### src/rtl/mod_updown_counter.sv
// Modulo-N synchronous up/down counter with parallel load, wrap/saturate mode,
// a combinational cascade terminal count and a saturating wrap event counter.
module mod_updown_counter #(
  parameter int WIDTH    = 4,
  parameter int MODULUS  = 16,
  parameter int SATURATE = 0,
  parameter int WRAP_W   = 8
) (
  input  logic              clk,
  input  logic              rst,
  input  logic              en,
  input  logic              up_dn,
  input  logic              clear,
  input  logic              load,
  input  logic [WIDTH-1:0]  load_val,
  output logic [WIDTH-1:0]  q,
  output logic              tc,
  output logic              wrap,
  output logic              load_err,
  output logic [WRAP_W-1:0] wrap_cnt
);

  localparam logic [WIDTH-1:0]  MAX_Q    = WIDTH'(MODULUS - 1);
  localparam logic [WIDTH:0]    MOD_EXT  = (WIDTH+1)'(MODULUS);
  localparam logic [WRAP_W-1:0] WRAP_MAX = '1;

  logic [WIDTH-1:0]  q_reg, q_next;
  logic              wrap_reg, wrap_next;
  logic              load_err_reg, load_err_next;
  logic [WRAP_W-1:0] wrap_cnt_reg, wrap_cnt_next;

  logic at_max, at_min, limit, load_ok;

  assign at_max  = (q_reg == MAX_Q);
  assign at_min  = (q_reg == '0);
  assign limit   = en & (up_dn ? at_max : at_min);
  // One bit wider so MODULUS == 2**WIDTH still compares correctly.
  assign load_ok = ({1'b0, load_val} < MOD_EXT);

  always_comb begin
    q_next        = q_reg;
    wrap_next     = 1'b0;
    load_err_next = 1'b0;
    wrap_cnt_next = wrap_cnt_reg;
    if (clear) begin
      q_next        = '0;
      wrap_cnt_next = '0;
    end else if (load) begin
      if (load_ok) begin
        q_next = load_val;
      end else begin
        q_next        = MAX_Q;
        load_err_next = 1'b1;
      end
    end else if (en) begin
      if (limit) begin
        wrap_next = 1'b1;
        if (wrap_cnt_reg != WRAP_MAX) begin
          wrap_cnt_next = wrap_cnt_reg + 1'b1;
        end
        if (SATURATE == 0) begin
          q_next = up_dn ? '0 : MAX_Q;
        end
      end else begin
        q_next = up_dn ? (q_reg + 1'b1) : (q_reg - 1'b1);
      end
    end
  end

  always_ff @(posedge clk) begin
    if (rst) begin
      q_reg        <= '0;
      wrap_reg     <= 1'b0;
      load_err_reg <= 1'b0;
      wrap_cnt_reg <= '0;
    end else begin
      q_reg        <= q_next;
      wrap_reg     <= wrap_next;
      load_err_reg <= load_err_next;
      wrap_cnt_reg <= wrap_cnt_next;
    end
  end

  assign q        = q_reg;
  assign tc       = limit;
  assign wrap     = wrap_reg;
  assign load_err = load_err_reg;
  assign wrap_cnt = wrap_cnt_reg;

endmodule

### config.mk
export PLATFORM = sky130hd
export DESIGN_NAME = mod_updown_counter
export DESIGN_NICKNAME = d
export VERILOG_FILES = /design/src/rtl/mod_updown_counter.sv
export SDC_FILE = /design/constraint.sdc
export NUM_CORES = 1
export LEC_CHECK = 0
export CORE_MARGIN = 2
export CORE_UTILIZATION = 40
export DETAILED_ROUTE_END_ITERATION = 6
export PLACE_DENSITY = 0.81
export REMOVE_ABC_BUFFERS = 1
export SLEW_MARGIN = 30
export SYNTH_ARGS = -nofsm -noshare
export SYNTH_HDL_FRONTEND = slang
export SYNTH_SLANG_ARGS = --single-unit
export TNS_END_PERCENT = 5
### constraint.sdc
create_clock -name clk -period 1.6 [get_ports clk]
set_clock_uncertainty 0.1 [all_clocks]
set_input_delay 0.48 -clock clk [delete_from_list [all_inputs] [get_ports clk]]
set_output_delay 0.48 -clock clk [all_outputs]
set_load 0.05 [all_outputs]
Yosys cells after proc, flatten, opt, wreduce, memory -nomap -nowiden. Index checks and enable logic that the tools add are counted.

Bits of input ports: 10. Word-level logic and storage cells: 23. Output and inout port bits: 15. Flip-flop bits (word level): 13.

Reductions and logical operators: 5. Bitwise operators: 3. Eq/ne operators: 2. Multiplexer cells: 7. $add $sub $neg: 3.

Operators with widths (number): two-way mux 4 bit (5); adder 8 x 1 -> 8 bit (second input constant) (1); != test 8 bit (second input constant) (1); adder 4 x 1 -> 4 bit (second input constant) (1); equality test 4 bit (second input constant) (1); logical NOT 4 bit (1); AND reduction 4 bit (1); OR reduction 4 bit (1); subtractor 4 x 1 -> 4 bit (second input constant) (1); two-way mux 1 bit (2); inverter 1 bit (2); nonzero test 2 bit (1); OR reduction 2 bit (1); AND 1 bit (1).

Logic depth before layout (Yosys ltp).
Depth in word-level cells: 6. Mapped depth: 6. Depth with buffers taken out: 6.

Least setup slack after synthesis. Ideal clock, no wire load.

Kind: register -> output. Start: register q_reg[1] (netlist: q[1]). End: output port tc. Slack: -1.354 ns. Cell stages (with the launch flop): 4. Arrival time: 2.374 ns. Cell sequence: dfxtp_1 and3_1 nand3_1 a21boi_0.

Cells in the longest elaborated chain, start to end: 3.

RTL lines: from (decl) (line 27) `logic [WIDTH-1:0] q_reg, q_next;`; from (signal assigned) (line 77) `q_reg <= q_next;`; equality test 4 bit / logical NOT 4 bit (equally long branches) (line 34, 35); two-way mux 1 bit (*) (line 36) `assign limit = en & (up_dn ? at_max : at_min);`; AND 1 bit (*) (line 36); to (decl) (line 17) `output logic tc,`.

Mark *: on every way between the ends. The rest lies on a longest branch, timed or not.

Final worst setup path. Ends and elaborated chain as after synthesis.

==> summary.txt <==
Run status
  – Status: complete, but fails checks
  – Failing checks: setup timing

GRT
  – Initial antenna violation count: 0
  – Grt total ovfl: 0
  – First-pass GRT wire length: 3770 µm
  – Number of global-route vias before repair: just over 900
  – Gr usage total: between 20% and 30%
  – Largest net degree at the start of global routing: 10

Cells and area
  – Fill cells: about 140
  – Layout cells sized above 1: 42.7%
  – FF+latch area: between 200 and 300 µm²
  – Largest register FFs: 8
  – Footprint of the multi-input gates: 551 µm²
  – Fin cells: ~180
  – Nets: 165
  – Most frequent cells in the layout: 30 x buf_4, 14 x buf_12, 11 x nor2_1, 9 x dfxtp_1, 8 x nand2_1
  – Final Cell Area: approximately 1500 µm²
  – Most common cell after layout, fill and taps aside: buf_4
  – Diodes inserted: 0
  – Area delta synth->final: 78.7%

Clocking
  – TritonCTS buffer count: 3
  – Worst-path clk slew: ~0.090 ns
  – Clock Path Buffers: 2
  – CTS tree: yes
  – H-tree levels: 1
  – Worst-Skew Late Latency: approximately 0.29 ns
  – CTS Sinks: 13
  – Clk root buf: clkbuf_4

STA
  – Post-route minimum period: 1.96 ns
  – Max Freq: 511 MHz
  – Final hold vios: 0
  – Setup TNS: -0.535 ns
  – Setup WS post-layout: -0.358 ns
  – RSZ-0062 raised after global routing: true
  – Final Max Tran Viols: 0
  – Crit share post-route: 122%
  – # setup viols final: 4

Critical path
  – Crit path capture type: primary output
  – Cell-by-cell trace of the critical path: nor4_4, nand2_1, a21boi_1, buf_4, buf_12
  – Crit-path max FO: 3
  – Crit Path Category: reg -> out
  – CP arrival: approximately 1.4 ns
  – Critical-path top delay cell: dfxtp_2
  – Critical path required time: between 1 and 1.5 ns
  – Critical path startpoint category: flip-flop
  – Largest stage delay, worst path: 0.35 ns

Place
  – Post-DP Area: 1420 µm²
  – DP Wirelength: roughly 1800 µm
  – Dpl cells: approximately 170
  – GP Congestion: between 0.9 and 1
  – # port buffers: 23

Synthesis
  – Mapped Cells: slightly below 100
  – Post-synth ARST share: 0%
  – Syn Area/Cell: 8.40 µm²
  – Synth area leaders: dfxtp_1 32%, nor2_1 5.0%, a21oi_1 4.9%, ha_1 4.6%, nand2_1 3.6%
  – Area leader, netlist: dfxtp_1
  – Ys Warns: 0
  – Synth top area share: about a third
  – Post-synth EDFFs: 0
  – Primary FF master, synth: dfxtp_1
  – Synthesized flop and latch total: 13
  – Post-synth design cell area: 823 µm²
  – Sequential share of the synthesized area: a little under a third
  – Library cells used by synthesis: 40

Run
  – Maxcap violations: 0

Power
  – Overall power: 0.781 mW
  – Peak VDD IR: between 0.0004 and 0.0005 V
  – P per Cell Area: 531 nW/µm²
  – Leakage: slightly above 0.6 nW

Route
  – Post-route antenna net violation count: 0
  – Routed vias: between 900 and 1000
  – 1st-iter DRT viols: 20
  – WL/cell: 13.1 µm
  – Post-Route WL: 2320 µm
  – 1st-pass router iterations: 4
  – Vias/cell: 5.30
  – DRC: 0

Floorplanning
  – Core box area: around 1900 µm²
  – Die Area: 2440 µm²
  – Chip height: between 40 and 50 µm
  – Die extent in x: 49.4 µm
  – Total I/O pin count: 25
  – Std-Cell Rows: 16
  – Initial Utilization: between 40% and 50%

Worst hold path
  – Class of the worst hold path: reg -> reg
-- cell type report --
cell class / count / area share [%]
Tap cell: 27 / 2.30
Timing Repair Buffer: 53 / 39.7
Sequential cell: 13 / 18.0
Inverter: 3 / 0.765
Multi-Input combinational cell: 77 / 37.4
Clock buffer: 4 / 1.79
-- final timing paths --
check | start | to | slack, ns | cells after the start
hold reg to reg | wrap_cnt[5] | wrap_cnt[6] | 0.49 | 2
hold / removal | wrap_cnt[5] | wrap_cnt[6] | 0.49 | 2
setup reg to reg | q[1] | wrap_cnt[3] | -0.10 | 5
setup / recovery | q[1] | tc | -0.36 | 5
-- per-stage QoR --
step | hold WS [ns] | setup WS [ns] | utilization, %
after floorplan | 0.519 | -1.35 | -
after global placement | 0.444 | -0.691 | 73.0
after detailed placement | 0.493 | -0.734 | 73.0
after CTS | 0.505 | -0.369 | 75.1
after global routing | 0.532 | -0.432 | 75.8
final | 0.485 | -0.358 | 75.8
-- routing by layer --
metal | track usage, % | share of wire [%] | vias to the layer above
li1 | - | - | 466
met1 | 22.5 | 41 | 425
met2 | 35.4 | 51 | 38
met3 | 3.99 | 4.9 | 9
met4 | 12.9 | 3.1 | 0
met5 | 0 | 0 | -
-- cells in the mapped netlist (2+ instances only) --
| library cell | n |
|---|---|
| inv_1 | 3 |
| a311oi_1 | 2 |
| o31ai_1 | 2 |
| and4b_1 | 2 |
| xnor2_1 | 2 |
| a21oi_1 | 8 |
| dfxtp_1 | 13 |
| clkbuf_1 | 2 |
| buf_4 | 2 |
| or3_1 | 4 |
| nor2_1 | 11 |
| nor3_1 | 3 |
| o21ai_0 | 2 |
| nand3_1 | 4 |
| xor2_1 | 2 |
| ha_1 | 3 |
| a211oi_1 | 3 |
| nand2_1 | 8 |
-- what timing repair did --
| action | in CTS | in global routing |
|---|---|---|
| pin swaps | 6 | 2 |
| hold buffers | 0 | 0 |
| setup endpoints to repair | 15 | 11 |
| buffers inserted | 1 | 0 |
| gates resized for setup | 13 | 7 |
-- critical path, delay by kind of cell (launching register included) --
kind	cells	cell delay (ns)
flip-flops	1	0.35
AND/OR/NAND/NOR	2	0.36
buffers and inverters	2	0.25
AO/OA/AOI/OAI	1	0.12
-- logic make-up (layout without fill, tap and decap cells) --
logic type | Yosys count | count (layout) | share of synthesized area, %
and+or+nand+nor | 40 | 40 | 28.0
AOI/OAI and AO/OA | 27 | 27 | 22.8
DFF | 13 | 13 | 31.6
buffers and inverters | 8 | 60 | 4.71
adders and majority gates | 4 | 4 | 6.99
xor gates and xnor gates | 4 | 4 | 4.26
other | 1 | 1 | 0.455
muxes | 1 | 1 | 1.22
-- report_power, final --
part | total [mW] | leakage, nW | internal, mW | switching [mW]
combinational | 0.227 | 0.492 | 0.114 | 0.113
clock | 0.215 | 0.0150 | 0.0969 | 0.118
sequential | 0.339 | 0.107 | 0.331 | 0.00804
total | 0.781 | 0.614 | 0.542 | 0.239
Power figures use the tool's default switching activity.
